## config.mk

```make
export PLATFORM = sky130hd
export DESIGN_NAME = keypad_scanner
export DESIGN_NICKNAME = d
export VERILOG_FILES = /design/src/rtl/keypad_pkg.sv /design/src/rtl/key_fifo.sv /design/src/rtl/keypad_scanner.sv
export SDC_FILE = /design/constraint.sdc
export NUM_CORES = 1
export LEC_CHECK = 0
export ABC_AREA = 1
export ABC_CLOCK_PERIOD_IN_PS = 2600
export CAP_MARGIN = 20
export CORE_MARGIN = 2
export CORE_UTILIZATION = 40
export DETAILED_ROUTE_END_ITERATION = 7
export PLACE_DENSITY_LB_ADDON = 0.12
export SYNTH_ARGS = -nofsm -noshare
export SYNTH_HDL_FRONTEND = slang
export SYNTH_SLANG_ARGS = --single-unit
```

## constraint.sdc

```tcl
create_clock -name CLK -period 2.6 [get_ports CLK]
set_input_delay 0.52 -clock CLK [delete_from_list [all_inputs] [get_ports CLK]]
set_output_delay 0.52 -clock CLK [all_outputs]
set_load 0.05 [all_outputs]
```

## src/rtl/keypad_pkg.sv

```systemverilog
// Shared types and helpers for the keypad scanner: FSM states, code width and key map.
package keypad_pkg;

    typedef enum logic [1:0] {SCAN, DEBOUNCE, HELD} scan_state_t;

    localparam logic [7:0] KEY_STAR = 8'hA;
    localparam logic [7:0] KEY_HASH = 8'hB;

    function automatic int code_w_of(input int rows, input int cols);
        int w;
        w = $clog2(rows * cols);
        return (w < 4) ? 4 : w;
    endfunction

    // The 4x3 phone pad carries digits; any other geometry is numbered row-major.
    function automatic logic [7:0] code_of(input int r, input int c, input int rows, input int cols);
        logic [7:0] code;
        if (rows == 4 && cols == 3) begin
            if (r < 3)       code = 8'(r * 3 + c + 1);
            else if (c == 0) code = KEY_STAR;
            else if (c == 1) code = 8'd0;
            else             code = KEY_HASH;
        end else begin
            code = 8'(r * cols + c);
        end
        return code;
    endfunction

endpackage

```

## src/rtl/key_fifo.sv

```systemverilog
// First-word-fall-through key-code buffer; the caller guarantees no write when full without a read.
module key_fifo #(
    parameter int WIDTH = 4,
    parameter int DEPTH = 4,
    localparam int AW = $clog2(DEPTH),
    localparam int CW = AW + 1
) (
    input  logic             clk,
    input  logic             rst_n,
    input  logic             wr_en,
    input  logic             rd_en,
    input  logic [WIDTH-1:0] din,
    output logic [WIDTH-1:0] dout,
    output logic [CW-1:0]    count,
    output logic             full,
    output logic             empty
);

    logic [WIDTH-1:0] mem [DEPTH];
    logic [AW-1:0]    wr_ptr;
    logic [AW-1:0]    rd_ptr;

    always_ff @(posedge clk or negedge rst_n) begin
        if (!rst_n) begin
            wr_ptr <= '0;
            rd_ptr <= '0;
            count  <= '0;
        end else begin
            if (wr_en) wr_ptr <= wr_ptr + AW'(1);
            if (rd_en) rd_ptr <= rd_ptr + AW'(1);
            case ({wr_en, rd_en})
                2'b10:   count <= count + CW'(1);
                2'b01:   count <= count - CW'(1);
                default: count <= count;
            endcase
        end
    end

    // Storage is data only and carries no reset; the empty flag masks stale contents.
    always_ff @(posedge clk) begin
        if (wr_en) mem[wr_ptr] <= din;
    end

    assign empty = (count == '0);
    assign full  = (count == CW'(DEPTH));
    assign dout  = empty ? '0 : mem[rd_ptr];

endmodule

```

## src/rtl/keypad_scanner.sv

```systemverilog
// Matrix keypad front end: row scan, press/release debounce, key-code FIFO and CPU interrupt.
module keypad_scanner
    import keypad_pkg::*;
#(
    parameter int ROWS            = 4,
    parameter int COLS            = 3,
    parameter int SCAN_DIV        = 50000,
    parameter int DEBOUNCE_CYCLES = 500000,
    parameter int FIFO_DEPTH      = 4,
    localparam int CODE_W = code_w_of(ROWS, COLS),
    localparam int CNT_W  = $clog2(FIFO_DEPTH) + 1
) (
    input  logic              CLK,
    input  logic              RST_N,
    input  logic [COLS-1:0]   COL_IN,
    output logic [ROWS-1:0]   ROW_OUT,
    output logic [CODE_W-1:0] KEY_CODE,
    output logic              KEY_VALID,
    input  logic              KEY_ACK,
    output logic              INTERUPT,
    output logic [CNT_W-1:0]  FIFO_COUNT,
    output logic              OVERFLOW,
    input  logic              OVF_CLR
);

    localparam int RW    = $clog2(ROWS);
    localparam int CW    = $clog2(COLS);
    localparam int DIV_W = $clog2(SCAN_DIV);
    localparam int DEB_W = $clog2(DEBOUNCE_CYCLES);

    logic [COLS-1:0]   col_p0, col_p1;
    scan_state_t       state, state_nx;
    logic [RW-1:0]     row, row_nx, row_adv;
    logic [CW-1:0]     col, col_nx, hit_col;
    logic [DIV_W-1:0]  div_cnt, div_nx;
    logic [DEB_W-1:0]  deb_cnt, deb_nx;
    logic              hit, push, pop, push_ok, ovf_set;
    logic              fifo_full, fifo_empty;
    logic [7:0]        code_full;
    logic [CODE_W-1:0] push_code;

    // Stage p0/p1: two-flop synchroniser for the asynchronous column lines.
    always_ff @(posedge CLK or negedge RST_N) begin
        if (!RST_N) begin
            col_p0 <= '0;
            col_p1 <= '0;
        end else begin
            col_p0 <= COL_IN;
            col_p1 <= col_p0;
        end
    end

    always_comb begin
        hit     = 1'b0;
        hit_col = '0;
        for (int i = COLS - 1; i >= 0; i--) begin
            if (col_p1[i]) begin
                hit     = 1'b1;
                hit_col = CW'(i);
            end
        end
        row_adv = (row == RW'(ROWS - 1)) ? '0 : row + RW'(1);
    end

    always_ff @(posedge CLK or negedge RST_N) begin
        if (!RST_N) begin
            state   <= SCAN;
            row     <= '0;
            col     <= '0;
            div_cnt <= '0;
            deb_cnt <= '0;
        end else begin
            state   <= state_nx;
            row     <= row_nx;
            col     <= col_nx;
            div_cnt <= div_nx;
            deb_cnt <= deb_nx;
        end
    end

    always_comb begin
        state_nx = state;
        row_nx   = row;
        col_nx   = col;
        div_nx   = div_cnt;
        deb_nx   = deb_cnt;
        push     = 1'b0;
        case (state)
            SCAN: begin
                if (div_cnt == DIV_W'(SCAN_DIV - 1)) begin
                    div_nx = '0;
                    if (hit) begin
                        col_nx   = hit_col;
                        deb_nx   = '0;
                        state_nx = DEBOUNCE;
                    end else begin
                        row_nx = row_adv;
                    end
                end else begin
                    div_nx = div_cnt + DIV_W'(1);
                end
            end
            DEBOUNCE: begin
                if (!col_p1[col]) begin
                    deb_nx   = '0;
                    row_nx   = row_adv;
                    state_nx = SCAN;
                end else if (deb_cnt == DEB_W'(DEBOUNCE_CYCLES - 1)) begin
                    push     = 1'b1;
                    deb_nx   = '0;
                    state_nx = HELD;
                end else begin
                    deb_nx = deb_cnt + DEB_W'(1);
                end
            end
            HELD: begin
                // Any column high restarts the release count, so a second key cannot sneak in.
                if (hit) begin
                    deb_nx = '0;
                end else if (deb_cnt == DEB_W'(DEBOUNCE_CYCLES - 1)) begin
                    deb_nx   = '0;
                    row_nx   = row_adv;
                    state_nx = SCAN;
                end else begin
                    deb_nx = deb_cnt + DEB_W'(1);
                end
            end
            default: state_nx = SCAN;
        endcase
    end

    always_comb begin
        ROW_OUT      = '0;
        ROW_OUT[row] = 1'b1;
    end

    assign code_full = code_of(int'(row), int'(col), ROWS, COLS);
    assign push_code = code_full[CODE_W-1:0];

    // A simultaneous pop frees the slot, so a push into a full FIFO is still accepted.
    assign pop     = KEY_ACK & ~fifo_empty;
    assign push_ok = push & (~fifo_full | pop);
    assign ovf_set = push & fifo_full & ~pop;

    always_ff @(posedge CLK or negedge RST_N) begin
        if (!RST_N) begin
            INTERUPT <= 1'b0;
            OVERFLOW <= 1'b0;
        end else begin
            INTERUPT <= push_ok;
            OVERFLOW <= ovf_set | (OVERFLOW & ~OVF_CLR);
        end
    end

    key_fifo #(
        .WIDTH (CODE_W),
        .DEPTH (FIFO_DEPTH)
    ) u_fifo (
        .clk   (CLK),
        .rst_n (RST_N),
        .wr_en (push_ok),
        .rd_en (pop),
        .din   (push_code),
        .dout  (KEY_CODE),
        .count (FIFO_COUNT),
        .full  (fifo_full),
        .empty (fifo_empty)
    );

    assign KEY_VALID = ~fifo_empty;

endmodule
```

==> summary.md, run 1 <==
| Metric | Value |
|---|---|
| Status | `completed` |
| Endpoints failing setup | `0` |
| Seq pwr share | `53.8%` |
| Switching part of the total | `~22%` |
| Pwr Total | `about 2.1 mW` |
| Worst-path fanout max | `6` |
| Slew of the pin with the lowest slew margin | `between 700 and 800 ps` |
| Dominant cell by count in the synthesized netlist | `nand2_1` |
| Sequential area share after synthesis | `between 40% and 50%` |
| Total CTS buffers | `9` |
| CTS max path bufs | `2` |
| Deepest level of the CTS H-tree | `3` |
| Unique masters post-synth | `36` |
| Crit-path cells | `inv_1 > ha_1 > clkdlybuf4s50_1` |
| Leading post-synthesis cells by cell area | `dfrtp_1, edfxtp_1, nand2_1, nand3_1, inv_1` |
| Drt wl/cell | `around 13 µm` |
| Share of cells above drive strength 1 | `between 8 and 9%` |
| Detailed Route WL | `8969 µm` |
| Static leakage | `roughly 2.1 nW` |
| Largest area contributor in the netlist | `dfrtp_1` |
| Initial antenna violation count | `0` |
| Synth async-reset ratio | `between 70 and 80%` |
| Arrival time at the worst endpoint | `1890 ps` |
| Power share of the combinational group | `1.7%` |
| Internal power | `between 1.5 and 2 mW` |
| Io pins | `21` |
| NetSw | `0.4749 mW` |
| Hold/Removal Path Class | `in2async` |
| Cts hold-fix bufs | `0` |
| Final HPWL DP | `between 6000 and 7000 µm` |
| Vias in the first global route | `3391` |
| Yosys top cell area share | `between 30% and 40%` |
| Nature of the critical path endpoint | `output pin` |
| Finished Cell Area | `~4700 µm²` |
| Final period util | `slightly above 90%` |
| Syn_nets | `about 550` |
| Headroom to the max-slew limit | `a little under 50%` |
| Cell Count Post-Placement | `669` |
| Ant. Diodes | `0` |
| IO Port Bufs | `20` |
| Syn_area_per_cell | `7.985 µm²` |
| Ys flop type | `dfrtp_1` |
| Starting Density | `40.61%` |
| Unrepaired setup endpoints after global routing | `no` |
| Worst-Skew Late Latency | `340 ps` |
| VDD IR-drop max | `between 0.2 and 0.3 mV` |
| Root buf cell | `clkbuf_8` |
| Achievable Freq | `about 420 MHz` |
| Syn Inst Count | `approximately 520` |
| GPL Wtd Cong | `~0.84` |
| DRC viols | `0` |
| Final hold violation count | `0` |
| Setup CP Type | `reg2out` |
| Routed via count | `3389` |
| Cells on worst reg2reg path | `13` |
| CP max stage delay | `790 ps` |
| Via density | `4.947` |
| Die height | `between 100 and 150 µm` |
| CP startpoint kind | `flip-flop` |
| Mapped cell area | `about 4100 µm²` |
| Starting DRT DRC Count | `approximately 220` |
| Area grow syn2layout | `13.28%` |
| Max-slew violations | `0` |
| Placed inst area | `4472 µm²` |
| Largest net degree at the start of global routing | `57` |
| Clk pwr share | `roughly 45%` |
| Minimum hold slack | `approximately 330 ps` |
| Die W | `roughly 110 µm` |
| Filler cells | `between 1000 and 1500` |
| Tot GR Track Use | `17.27%` |
| Fin nets | `around 570` |
| First-pass GRT wire length | `about 16000 µm` |
| Routed Antenna Nets | `0` |
| Flops & latches, synth | `72` |
| GRT overflow | `0` |
| YS warnings | `0` |
| CTS tree | `yes` |
| Clock skew | `approximately 12 ps` |
| CP max stage cell | `clkdlybuf4s50_1` |
| MaxCap Viol Count | `0` |
| PwrDens | `about 460 nW/µm²` |
| DR pass1 iterations | `5` |
| Die footprint | `11170 µm²` |
| Post-synth top cells | `nand2_1, inv_1, nor2_1, dfrtp_1, nand3_1` |
| Cell Rows | `37` |
| Clock transition at path regs | `~90 ps` |
| Final non-filler cell total | `685` |
| Sink Count | `72` |
| Post-synth EDFFs | `16` |
| Total core area | `10180 µm²` |
| Critical Path RT | `between 2000 and 2500 ps` |
| Final min period | `2405 ps` |
-- what timing repair did --
action,4_1_cts,5_1_grt
setup buffers,0,0
gates resized for setup,2,0
endpoints found under the setup margin,2,0
-- power by group through the flow --
stage	registers [mW]	logic (mW)	clock network, mW
3_3_place_gp	1.18	0.0387	0
6_report	1.16	0.0369	0.955
5_1_grt	1.16	0.0426	1.04
2_1_floorplan	1.18	0.00708	0
4_1_cts	1.16	0.0391	0.983
3_5_place_dp	1.18	0.0389	0
-- registers in the layout, indices dropped and copies added (netlist names) --
name	count
OVERFLOW	1
u_fifo.mem	16
u_fifo.count	3
col_p1	3
col	2
u_fifo.rd_ptr	2
u_fifo.wr_ptr	2
div_cnt	16
row	2
deb_cnt	19
state	2
INTERUPT	1
col_p0	3
-- critical path, delay by kind of cell, from the launching register on --
family	cells	cell delay (ps)
buf+inv	2	930
flops	1	470
fa+ha+maj	1	150
-- cell type report --
cell class | instances | area [µm²] | share of cell area, %
Clock buffer | 11 | 152.6 | 3.258
Clock inverter | 5 | 63.81 | 1.362
Inverter | 69 | 260.3 | 5.554
Multi-Input combinational cell | 369 | 1947 | 41.55
Sequential cell | 72 | 1882 | 40.16
Tap cell | 136 | 170.2 | 3.632
Timing Repair Buffer | 23 | 210.2 | 4.486
-- logic make-up (layout without fill, tap and decap cells) --
group | Yosys count | count (layout) | synth area share (%)
DFF | 72 | 72 | 45.49
and+or+nand+nor | 280 | 280 | 30.01
buffers and inverters | 77 | 108 | 7.441
xor gates and xnor gates | 14 | 14 | 2.964
AOI/OAI and AO/OA | 55 | 55 | 7.502
adders and majority gates | 20 | 20 | 6.594
-- stage by stage --
step	TNS [ps]	utilization, %	setup slack (ps)
after floorplan	-411.6	-	-102.9
after global placement	0	43.91	342.9
after detailed placement	0	43.91	290.4
after CTS	0	46.01	172.7
after global routing	0	46.01	45.65
final	0	46.01	194.9
-- cell usage in the layout, fill, tap and decap left out, drive strengths merged --
master         instances
nand2                130
nor2                  73
inv                   68
dfrtp                 56
nand3                 51
o21ai                 35
ha                    17
nand4                 16
edfxtp                16
clkdlybuf4s50         15
a21oi                 11
clkbuf                11
xor2                  10
nor3                   9
buf                    6
xnor2                  4
o22ai                  4
clkinv                 4
fa                     3
dlygate4sd2            2
and3                   1
a21o                   1
o211ai                 1
o221ai                 1
a22o                   1
a21boi                 1
clkinvlp               1
bufinv                 1
-- worst paths after layout --
kind,end,startpoint,slack (ps)
max,ROW_OUT[2],row[0],190
min,u_fifo.rd_ptr[1],RST_N,330
max reg2reg,u_fifo.count[2],deb_cnt[0],400
min reg2reg,col_p1[2],col_p0[2],360
max in group asynchronous,div_cnt[0],RST_N,1770
min in group CLK,col_p1[2],col_p0[2],360
-- metal layers --
metal | part of all wire, % | global-route usage [%]
met1 | 48 | 23.16
met2 | 48 | 28.29
met3 | 3.2 | 2.474
met4 | 1.3 | 6.673
met5 | 0 | 0
Note: power is estimated with default switching activity, not from simulation.
==> run 2, diff against run 1 <==
Settings changed: CORE_MARGIN 2 to 3.
==> run 2 against run 1 <==
Against the previous run:
- via count about the same
- sequential share of layout area is essentially flat
- register-to-register slack worse by 50 ps
- clock-buffer cell count unchanged
- non-clock buffer count up 1
- sequential power is essentially flat
- total power down 2.9%
- critical path depth unchanged
==> summary.md, run 2 (same netlist as run 1, synthesis figures left out) <==
| Metric | Value |
|---|---|
| Critical Path RT | `about 2100 ps` |
| GRT overflow | `0` |
| Starting Density | `41.74%` |
| Worst-path fanout max | `6` |
| Starting DRT DRC Count | `about 230` |
| Cell Rows | `36` |
| Max FFs per register | `19` |
| Share of cells above drive strength 1 | `under 10%` |
| Endpoints failing setup | `0` |
| Status | `completed` |
| Cell Count Post-Placement | `about 670` |
| Clock skew | `about 17 ps` |
| CTS max path bufs | `2` |
| First-pass GRT wire length | `about 15000 µm` |
| Vias in the first global route | `3252` |
| Commonest non-fill, non-tap cell in the layout | `nand2_1` |
| Initial antenna violation count | `0` |
| Nature of the critical path endpoint | `output pin` |
| Slew of the pin with the lowest slew margin | `about 520 ps` |
| DRC viols | `0` |
| Deepest level of the CTS H-tree | `3` |
| Die footprint | `around 12000 µm²` |
| Fin nets | `572` |
| CP startpoint kind | `flip-flop` |
| Final non-filler cell total | `683` |
| Final setup margin | `between 150 and 200 ps` |
| Arrival time at the worst endpoint | `around 1900 ps` |
| IO Port Bufs | `20` |
| Die height | `107.7 µm` |
| Internal power | `1.636 mW` |
| Final min period | `around 2400 ps` |
| Switching part of the total | `between 20 and 25%` |
| GPL Wtd Cong | `approximately 0.84` |
| Clk pwr share | `about 43%` |
| MaxCap Viol Count | `0` |
| Headroom to the max-slew limit | `around two thirds` |
| Die W | `roughly 110 µm` |
| Final period util | `93.95%` |
| Via density | `slightly below 5` |
| Final HPWL DP | `around 7000 µm` |
| Pwr Total | `2.086 mW` |
| Cts hold-fix bufs | `0` |
| Tot GR Track Use | `between 10% and 20%` |
| Seq pwr share | `a little under three fifths` |
| Unrepaired setup endpoints after global routing | `no` |
| Total core area | `about 9900 µm²` |
| Io pins | `21` |
| Max-slew violations | `0` |
| Power share of the combinational group | `1.9%` |
| Ant. Diodes | `0` |
| CP max stage delay | `around 800 ps` |
| DR pass1 iterations | `5` |
| VDD IR-drop max | `0.2941 mV` |
| Final core utilization | `47.26%` |
| Hold/Removal Path Class | `in2async` |
| Sink Count | `a little over 70` |
| Root buf cell | `clkbuf_8` |
| CTS tree | `yes` |
| Most frequent cells in the layout | `nand2_1, inv_1, nor2_1` |
| Top flop regs | `deb_cnt x19, div_cnt x16, u_fifo.mem x16` |
| PwrDens | `roughly 450 nW/µm²` |
| Routed via count | `3387` |
| Area grow syn2layout | `13.22%` |
| Worst-Skew Late Latency | `around 350 ps` |
| Finished Cell Area | `approximately 4700 µm²` |
| Post-CTS Setup Bufs | `0` |
| Total CTS buffers | `9` |
| Static leakage | `~2.1 nW` |
| Register name with the most flops | `deb_cnt` |
| Final hold violation count | `0` |
| Crit-path cells | `inv_1 > ha_1 > clkdlybuf4s50_1` |
| DP Worst Slack | `~330 ps` |
| Drt wl/cell | `around 13 µm` |
| Routed Antenna Nets | `0` |
| Post-CTS sizing | `2` |
| Setup CP Type | `reg2out` |
| Largest net degree at the start of global routing | `26` |
| Clock transition at path regs | `~80 ps` |
| Detailed Route WL | `between 8000 and 9000 µm` |
| NetSw | `0.4504 mW` |
| CP max stage cell | `clkdlybuf4s50_1` |
| Achievable Freq | `409.4 MHz` |
| Placed inst area | `roughly 4500 µm²` |
| Filler cells | `967` |
run 2: cell types whose count changed in the layout (fill, tap and decap cells not counted), sizes merged:
cell	change
buf	+1
inv	-1
clkinv	+1
run 2: final cells by class:
cell class	count	area, µm²	share of cell area (%)
multi-input combinational	369	1947	41.57
inverter	69	260.3	5.557
tap	133	166.4	3.553
clock buffer	11	141.4	3.019
timing repair buffer	24	230.2	4.916
clock inverter	5	56.30	1.202
sequential	72	1882	40.18
run 2: path summary, 6_finish.rpt:
check / start / to / slack, ps / cells after the start
min in group CLK: col_p0[0] / col_p1[0] / 360 / 0
worst max register to register: state[1] / u_fifo.count[2] / 350 / 12
max in group asynchronous: RST_N / div_cnt[8] / 1910 / 2
worst min-delay path: RST_N / OVERFLOW / 110 / 1
worst max-delay path: row[0] / ROW_OUT[2] / 160 / 3
worst min register to register: col_p0[0] / col_p1[0] / 360 / 0
run 2: metrics by stage:
stage	TNS [ps]	hold WS [ps]
2_1_floorplan	-411.6	224.4
3_3_place_gp	0	336.1
3_5_place_dp	0	345.5
4_1_cts	0	127.6
5_1_grt	0	136.0
6_report	0	114.7
run 2: power by group through the flow:
stage               Combinational, mW  Clock, mW  Sequential, mW
detailed placement             0.0424          0            1.18
floorplan                     0.00708          0            1.18
finish                         0.0402      0.890            1.16
global placement               0.0423          0            1.18
global route                   0.0466      0.977            1.16
CTS                            0.0426      0.916            1.16
run 2: layer usage:
layer | track usage, % | up-vias | wire, µm
li1 | - | 1730 | -
met1 | 21.54 | 1584 | 4218
met2 | 27.66 | 63 | 4236
met3 | 3.479 | 10 | 294
met4 | 4.599 | 0 | 110
met5 | 0 | - | 0
run 2: critical path, delay by kind of cell, from the launching register on:
| family | cells | cell delay (ps) |
|---|---|---|
| adder cells (fa/ha/maj) | 1 | 160 |
| buffers and inverters | 2 | 940 |
| flip-flops | 1 | 470 |
==> run 3, diff against run 2 <==
Settings changed: SYNTH_HIERARCHICAL set to 1.
==> run 3 against run 2 <==
Against the previous run:
- die area grew 5.6%
- clock power shrank 14%
- sequential power grew 11%
- final cell count grew 7.8%
- critical path depth is the same
- sequential cell count is the same
- total power grew 34%
- setup slack gained 25 ps
- clock skew shrank 3.3 ps
- largest cell class unchanged
- largest power group unchanged
==> summary.md, run 3 <==
| Metric | Value |
|---|---|
| Setup_tns | `0 ps` |
| GRT overflow | `0` |
| Total CTS buffers | `9` |
| Max-slew violations | `0` |
| Buf/Inv on CP | `2` |
| VDD IR-drop max | `0.5946 mV` |
| GPL Wtd Cong | `just under 0.9` |
| Arrival time at the worst endpoint | `roughly 1900 ps` |
| Unique masters post-synth | `41` |
| Synth async-reset ratio | `77.78%` |
| Root buf cell | `clkbuf_8` |
| Final hold violation count | `0` |
| Routed Antenna Nets | `0` |
| Initial antenna violation count | `0` |
| Adder-cell area share of the yosys netlist | `about 6.5%` |
| Sink Count | `72` |
| Top flop regs | `deb_cnt x19, div_cnt x16, u_fifo/mem x16` |
| Seq pwr share | `a little under half` |
| CTS tree | `yes` |
| Ys flop type | `dfrtp_1` |
| Final setup margin | `~180 ps` |
| Status | `completed` |
| Clock transition at path regs | `about 80 ps` |
| Achievable Freq | `just over 400 MHz` |
| Leading post-synthesis cells by cell area | `dfrtp_1, nand2_1, edfxtp_1, inv_1, nand3_1` |
| Deepest level of the CTS H-tree | `3` |
| Starting Density | `between 40% and 50%` |
| Syn_area_per_cell | `7.716 µm²` |
| Tot GR Track Use | `between 15 and 20%` |
| Simple logic cell fraction of the synthesized area | `about a third` |
| Fin nets | `about 620` |
| Die height | `roughly 110 µm` |
| Total core area | `about 11000 µm²` |
| Static leakage | `2.381 nW` |
| Final HPWL DP | `between 6000 and 7000 µm` |
| Internal power | `roughly 1.8 mW` |
| Worst-path fanout max | `7` |
| Post-CTS Setup Bufs | `0` |
| DR pass1 iterations | `4` |
| Setup CP Type | `reg2out` |
| Nature of the critical path endpoint | `output pin` |
| CP max stage cell | `clkdlybuf4s50_1` |
| Worst-Skew Late Latency | `roughly 350 ps` |
| Headroom to the max-slew limit | `around 60%` |
| Dominant cell by count in the synthesized netlist | `nand2_1` |
| Clock skew | `13.20 ps` |
| Final min period | `approximately 2400 ps` |
| Largest net degree at the start of global routing | `34` |
| Syn_nets | `596` |
| Sequential area share after synthesis | `42.93%` |
| Critical Path RT | `2080 ps` |
| Cell family with most CP delay | `buffers and inverters` |
| Power share of the combinational group | `about 27%` |
| Switching part of the total | `a little over a third` |
| Routed via count | `3560` |
| Unrepaired setup endpoints after global routing | `no` |
| NetSw | `between 1 and 1.5 mW` |
| Via density | `4.837` |
| Yosys top cell area share | `a little under a third` |
| Mux contribution to synthesized area | `0%` |
| First-pass GRT wire length | `between 15000 and 20000 µm` |
| Final period util | `slightly above 90%` |
| Dominant combinational cell family by area after synthesis | `simple AND/OR/NAND/NOR gates` |
| PwrDens | `573.0 nW/µm²` |
| DRC viols | `0` |
| Slew of the pin with the lowest slew margin | `approximately 600 ps` |
| Cts hold-fix bufs | `0` |
| CP max stage delay | `roughly 800 ps` |
| Hold/Removal Path Class | `in2async` |
| DP Worst Slack | `192.3 ps` |
| Io pins | `21` |
| Register name with the most flops | `deb_cnt` |
| Ant. Diodes | `0` |
| Compound-Gate Fraction of Synth Area | `5.310%` |
| Starting DRT DRC Count | `140` |
| MaxCap Viol Count | `0` |
| Max FFs per register | `19` |
| Largest area contributor in the netlist | `dfrtp_1` |
| Post-synth top cells | `nand2_1, inv_1, nor2_1, dfrtp_1, nand3_1` |
| IO Port Bufs | `20` |
| Die W | `between 100 and 150 µm` |
| Share of cells above drive strength 1 | `about 9%` |
| Clk pwr share | `27.2%` |
| Die footprint | `12250 µm²` |
| Cell Rows | `37` |
| Most frequent cells in the layout | `nand2_1, inv_1, nor2_1` |
| Mapped cell area | `between 4000 and 5000 µm²` |
| Vias in the first global route | `roughly 3500` |
| Flops & latches, synth | `72` |
| YS warnings | `6` |
| Area grow syn2layout | `11.59%` |
| Commonest non-fill, non-tap cell in the layout | `nand2_1` |
| Syn Inst Count | `568` |
| Crit-path cells | `inv_1 > ha_1 > clkdlybuf4s50_1` |
| CTS max path bufs | `2` |
| Endpoints failing setup | `0` |
| Drt wl/cell | `~13 µm` |
| Detailed Route WL | `around 9200 µm` |
| Post-Synth XOR/XNOR Area | `3.197%` |
| CP startpoint kind | `flip-flop` |
| Post-synth EDFFs | `16` |
[run 3: cell count changes after synthesis, sizes merged, moves of 3 or more]
cell,change
nand4,-3
nand3,+7
inv,+26
nand3b,+4
o21ai,-15
nand2,+28
buf,+3
[run 3: power groups by stage]
stage | Sequential (mW) | Clock, mW | Combinational, mW
6_report | 1.29 | 0.764 | 0.751
5_1_grt | 1.30 | 0.847 | 0.823
4_1_cts | 1.29 | 0.798 | 0.760
3_5_place_dp | 1.31 | 0 | 0.759
3_3_place_gp | 1.31 | 0 | 0.746
2_1_floorplan | 1.36 | 0 | 0.490
[run 3: timing repair]
action	CTS	global route
gates resized for setup	0	3
endpoints found under the hold margin	0	0
setup endpoints to repair	0	4
[run 3: worst reg2reg max path: cells and delay by family (launching register included)]
| kind | cells | cell delay [ps] |
|---|---|---|
| buffers and inverters | 2 | 130 |
| DFF | 1 | 380 |
| AOI/OAI and AO/OA | 1 | 130 |
| adders and majority gates | 3 | 810 |
| and+or+nand+nor | 6 | 820 |
[run 3: cells by family (layout without fill, tap and decap cells)]
family          after synthesis  after routing
simple gates                314            314
buf+inv                     105            137
flops                        72             72
compound gates               40             40
fa+ha+maj                    21             21
xor+xnor                     16             16
[run 3: final cells by class]
cell class              instances  area, µm²
fillers                      1048       5618
clock buffers                  10      127.6
multi-input cells             391       2069
well taps                     136      170.2
inverters                      96      365.4
repair buffers                 25      240.2
flip-flops and latches         72       1882
clock inverters                 6      36.28
[run 3: metal layers]
| metal | global-route usage, % | part of all wire (%) |
|---|---|---|
| met4 | 4.926 | 1.4 |
| met3 | 3.603 | 3.4 |
| met5 | 0 | 0 |
| met1 | 21.11 | 48 |
| met2 | 26.29 | 47 |
[run 3: path summary, 6_finish.rpt]
check	start	endpoint	slack [ps]	cells past startpoint
max	row[0]	ROW_OUT[2]	180	3
min in group CLK	col_p0[2]	col_p1[2]	360	0
max reg2reg	deb_cnt[0]	u_fifo/count[1]	270	12
min reg2reg	col_p0[2]	col_p1[2]	360	0
min	RST_N	deb_cnt[17]	170	1
max in group asynchronous	RST_N	col_p0[2]	1840	2
[run 3: metrics by stage]
step	hold WS [ps]	cells	instance area [µm²]	total power, mW	util (%)
floorplan	224.4	568	4383	1.847	-
global placement	343.7	720	4720	2.056	44.91
detailed placement	350.3	720	4720	2.070	44.91
CTS	181.3	736	4883	2.847	46.47
global route	190.9	736	4891	2.971	46.54
finish	168.2	736	4891	2.802	46.54
==> edit 1 (flow settings as in run 3) <==
Register the output `FIFO_COUNT`, without a reset; this adds one clock of latency there. The other outputs are not delayed to match.
--- a/src/rtl/keypad_scanner.sv
+++ b/src/rtl/keypad_scanner.sv
@@ -27,6 +27,8 @@
     localparam int CW    = $clog2(COLS);
     localparam int DIV_W = $clog2(SCAN_DIV);
     localparam int DEB_W = $clog2(DEBOUNCE_CYCLES);
+
+    logic [CNT_W-1:0] FIFO_COUNT_d;
 
     logic [COLS-1:0]   col_p0, col_p1;
     scan_state_t       state, state_nx;
@@ -162,11 +164,15 @@
         .rd_en (pop),
         .din   (push_code),
         .dout  (KEY_CODE),
-        .count (FIFO_COUNT),
+        .count (FIFO_COUNT_d),
         .full  (fifo_full),
         .empty (fifo_empty)
     );
 
     assign KEY_VALID = ~fifo_empty;
 
+    always_ff @(posedge CLK) begin
+        FIFO_COUNT <= FIFO_COUNT_d;
+    end
+
 endmodule
Formal check against the unedited RTL: same outputs for any inputs over 10 cycles, from zero or initial values and one cycle with RST_N low; that may be too few to reach the edited logic, so the function may still have changed.
==> edit 1 against run 3 <==
- area after synthesis rose by 3.0%
- worst setup slack got worse by 0.012 ns
- sequential cell count rose by 3
- register-to-register slack improved by 0.04 ns
- final area rose by 5.6%
- total power rose by 22%
- wire length fell by 0.28%
- clock skew fell by 0.0049 ns
- critical endpoint is now KEY_VALID
- largest cell class unchanged
- largest power group unchanged
- highest routed layer unchanged
==> edit 1: results (changes against run 3) <==
<table>
<tr><th>Metric</th><th>Value</th></tr>
<tr><th colspan="2">Placed design</th></tr>
<tr><td>Routability-driven placement congestion ratio</td><td>0.8441 (-3.1%)</td></tr>
<tr><td>Sum of net half-perimeters after detailed placement</td><td>6856 um (-1.3%)</td></tr>
<tr><th colspan="2">STA</th></tr>
<tr><td>Transition time of the tightest slew-check pin</td><td>0.5044 ns (-0.08821 ns)</td></tr>
<tr><td>Worst clock skew</td><td>0.008262 ns (-0.004938 ns)</td></tr>
<tr><th colspan="2">GRT</th></tr>
<tr><td>Wire length of the first global-routing pass</td><td>16,370 um (+1.1%)</td></tr>
<tr><td>Largest net degree at the start of global routing</td><td>24 (-29%)</td></tr>
<tr><td>Vias in the first global route</td><td>3,544 (+1.2%)</td></tr>
<tr><td>Global-route usage over all layers</td><td>15.83% (-0.18 points)</td></tr>
<tr><th colspan="2">Setup path</th></tr>
<tr><td>Largest stage delay, worst path</td><td>0.69 ns (-0.11 ns)</td></tr>
<tr><td>Flop-to-flop setup slack</td><td>0.31 ns (+0.04 ns)</td></tr>
<tr><td>Crit-path max FO</td><td>6 (-1)</td></tr>
<tr><th colspan="2">Synthesis</th></tr>
<tr><td>Synth top cells by count</td><td>nand2_1, inv_1, dfrtp_1, nor2_1, nand3_1</td></tr>
<tr><td>Post-synthesis adder-cell area fraction</td><td>6.319% (-0.19 points)</td></tr>
<tr><td>Complex-gate fraction of the synthesized area</td><td>4.989% (-0.32 points)</td></tr>
<tr><td>Net count after synthesis</td><td>594 (-0.34%)</td></tr>
<tr><td>Async set-or-reset flop fraction in the synthesized netlist</td><td>74.67% (-3.1 points)</td></tr>
<tr><td>Ranking of synthesized cells by area</td><td>dfrtp_1, nand2_1, edfxtp_1</td></tr>
<tr><td>Share of the yosys chip area belonging to registers</td><td>43.02% (+0.081 points)</td></tr>
<tr><td>Share of the synthesized netlist area taken by xor and xnor gates</td><td>1.746% (-1.5 points)</td></tr>
<tr><th colspan="2">Power</th></tr>
<tr><td>IR drop worst, VDD</td><td>0.0007501 V (+26%)</td></tr>
<tr><td>Leakage</td><td>2.496 nW (+4.9%)</td></tr>
<tr><th colspan="2">Route</th></tr>
<tr><td>Routed wire per std cell</td><td>12.42 um (-1.1%)</td></tr>
<tr><td>Starting DRT DRC Count</td><td>149 (+6.4%)</td></tr>
<tr><td>Number of search-and-repair iterations in the first detailed-routing pass</td><td>5 (+1)</td></tr>
<tr><th colspan="2">Finish</th></tr>
<tr><td>Final nets</td><td>625 (+0.32%)</td></tr>
<tr><th colspan="2">Run status</th></tr>
<tr><td>Outcome</td><td>completed</td></tr>
<tr><th colspan="2">Clock network</th></tr>
<tr><td>Root Driver</td><td>clkbuf_16</td></tr>
<tr><td>Clock input transition at the sequential cells of the worst setup and hold paths</td><td>0.06 ns (-0.02 ns)</td></tr>
</table>
-- edit 1: routing by layer --
metal	vias up	global-route usage, %	wire length, um
met4	0	7.212	138
met3	9	2.264	214
met5	-	0	0
met1	1620	21.63	4594
met2	33	24.99	4266
li1	1851	-	-
-- edit 1: worst max path at each step --
stage	startpoint	cells past startpoint	end	slack [ns]
after floorplan	deb_cnt[0]	13	u_fifo/count[1]	0.39
after global placement	KEY_ACK	10	u_fifo/count[1]	0.23
after detailed placement	KEY_ACK	10	u_fifo/count[1]	0.20
after CTS	row[0]	2	ROW_OUT[3]	0.06
after global routing	deb_cnt[0]	16	u_fifo/count[2]	0.03
final	u_fifo/count[0]	4	KEY_VALID	0.17
-- edit 1: where the power goes --
| part | internal [mW] | total (mW) | leakage, nW | switching, mW |
|---|---|---|---|---|
| Clock | 0.750 | 1.27 | 0.138 | 0.519 |
| Combinational | 0.264 | 0.811 | 1.43 | 0.546 |
| Sequential | 1.27 | 1.34 | 0.926 | 0.0748 |
-- edit 1: metrics by stage --
stage	instances	utilization (%)	hold WS, ns	instance area [um2]
after floorplan	566	-	0.2244	4514
after global placement	726	44.42	0.3400	4857
after detailed placement	726	44.42	0.3347	4857
after CTS	742	47.17	0.1187	5159
after global routing	742	47.24	0.1383	5166
final	742	47.24	0.1102	5166
-- edit 1: logic make-up (layout without fill, tap and decap cells) --
kind of cell               Yosys count  after routing
AOI/OAI and AO/OA                   39             39
xor gates and xnor gates             9              9
adders and majority gates           21             21
buffers and inverters              115            151
DFF                                 75             75
and+or+nand+nor                    307            307
-- edit 1: worst max-delay path, delay by kind of cell (launching register included) --
kind / cells / cell delay, ns
buffers and inverters: 3 / 0.91
and+or+nand+nor: 1 / 0.21
DFF: 1 / 0.45
-- edit 1: final cells by class --
cell class | instances | area [um2]
fill | 1125 | 5769
multi-input combinational | 376 | 2082
sequential | 75 | 1942
inverter | 108 | 425.4
timing repair buffer | 27 | 240.2
clock buffer | 9 | 225.2
tap | 140 | 175.2
clock inverter | 7 | 76.32
==> edit 2 (flow settings as in run 3) <==
Without the edit above. Change the parameter `DEBOUNCE_CYCLES` from 500000 to 1000000.
--- a/src/rtl/keypad_scanner.sv
+++ b/src/rtl/keypad_scanner.sv
@@ -5,7 +5,7 @@
     parameter int ROWS            = 4,
     parameter int COLS            = 3,
     parameter int SCAN_DIV        = 50000,
-    parameter int DEBOUNCE_CYCLES = 500000,
+    parameter int DEBOUNCE_CYCLES = 1000000,
     parameter int FIFO_DEPTH      = 4,
     localparam int CODE_W = code_w_of(ROWS, COLS),
     localparam int CNT_W  = $clog2(FIFO_DEPTH) + 1
Function: no difference found for any inputs over 10 cycles, from zero or initial values and one cycle with RST_N low; that may be too few to reach the edited logic, so the function may still have changed.
==> edit 2 against run 3 <==
- sequential cell count grew 1
- sequential share of layout area is 1.6 points higher
- total power up 5.2%
- wire length decreased by 6.8%
- final area fell by 2.6%
- critical path depth decreased by 1
- worst setup slack worse by 0.089 ns
- critical endpoint is now ROW_OUT[3]
- area after synthesis shrank 4.0%
- first-iteration DRC count rose by 37%
- via count decreased by 6.2%
==> edit 2: results (changes against run 3) <==
<table>
<tr><th>Metric</th><th>Value</th></tr>
<tr><th colspan="2">GRT</th></tr>
<tr><td>Global-route track usage on met3</td><td>2.925% (-0.68 points)</td></tr>
<tr><td>GRT met2 Usage</td><td>27.45% (+1.2 points)</td></tr>
<tr><td>Wire length of the first global-routing pass</td><td>15,240 um (-5.8%)</td></tr>
<tr><td>Largest net degree at the start of global routing</td><td>58 (+71%)</td></tr>
<tr><th colspan="2">Route</th></tr>
<tr><td>Met2 Routed Length</td><td>4066 um (-5.9%)</td></tr>
<tr><td>Met3 layer wire length in the routed design</td><td>237 um (-25%)</td></tr>
<tr><td>Wire length the detailed router placed on met1</td><td>4162 um (-6.9%)</td></tr>
<tr><th colspan="2">Synthesis</th></tr>
<tr><td>Ranking of synthesized cells by area</td><td>dfrtp_1, nand2_1, edfxtp_1</td></tr>
<tr><td>Share of the yosys chip area belonging to registers</td><td>45.32% (+2.4 points)</td></tr>
<tr><td>Share of the synthesized netlist area taken by xor and xnor gates</td><td>2.081% (-1.1 points)</td></tr>
<tr><td>Complex-gate fraction of the synthesized area</td><td>6.809% (+1.5 points)</td></tr>
<tr><td>Synth top cells by count</td><td>nand2_1, inv_1, nor2_1</td></tr>
<tr><th colspan="2">Clock network</th></tr>
<tr><td>Clock Sink Count</td><td>73 (+1.4%)</td></tr>
<tr><th colspan="2">Finish</th></tr>
<tr><td>Fill cell total of the finished layout</td><td>997 (-4.9%)</td></tr>
<tr><td>Fraction of standard cell area that is sequential</td><td>40.03% (+1.6 points)</td></tr>
<tr><td>Layout clock area frac</td><td>4.229% (+0.88 points)</td></tr>
<tr><td>Multi-input gate share of total cell area</td><td>39.03% (-3.3 points)</td></tr>
<tr><td>Non-clock buffers</td><td>26 (+4.0%)</td></tr>
<tr><td>Final nets</td><td>591 (-5.1%)</td></tr>
<tr><th colspan="2">Placed design</th></tr>
<tr><td>Sum of net half-perimeters after detailed placement</td><td>6302 um (-9.3%)</td></tr>
<tr><th colspan="2">STA</th></tr>
<tr><td>Worst-case headroom to the max-slew limit</td><td>61.02% (+0.53 points)</td></tr>
<tr><td>Fin crit share</td><td>96.43% (+3.4 points)</td></tr>
<tr><td>Worst clock skew</td><td>0.01166 ns (-0.001539 ns)</td></tr>
<tr><th colspan="2">Setup path</th></tr>
<tr><td>Destination of the critical timing path</td><td>ROW_OUT[3]</td></tr>
<tr><td>Largest stage delay, worst path</td><td>0.83 ns (+0.03 ns)</td></tr>
<tr><th colspan="2">Run status</th></tr>
<tr><td>Outcome</td><td>completed</td></tr>
<tr><th colspan="2">Power</th></tr>
<tr><td>IR drop worst, VDD</td><td>0.0005986 V (+0.66%)</td></tr>
<tr><td>Leakage</td><td>2.310 nW (-3.0%)</td></tr>
</table>
==> edit 2: cell types whose count changed in the layout (fill, tap and decap cells not counted), sizes merged, moves of 3 or more <==
cell,delta
o21bai,+4
o21ai,+3
clkinv,-5
nand3b,-4
clkbuf,+3
nand3,-14
nor3,+3
inv,+7
xor2,-4
nor2,-3
nand2,-22
==> edit 2: stage by stage <==
step,cells,hold slack [ns],cell area [um2],utilization (%)
floorplan,533,0.2244,4208,-
global route,701,0.1864,4763,47.64
finish,701,0.1533,4763,47.64
detailed placement,685,0.3355,4562,45.62
CTS,701,0.1635,4763,47.64
global placement,685,0.3349,4562,45.62
==> edit 2: critical path: cells and delay by family, from the launching register on <==
| kind | cells | cell delay [ns] |
|---|---|---|
| buffers and inverters | 1 | 0.83 |
| DFF | 1 | 0.51 |
| adders and majority gates | 1 | 0.29 |
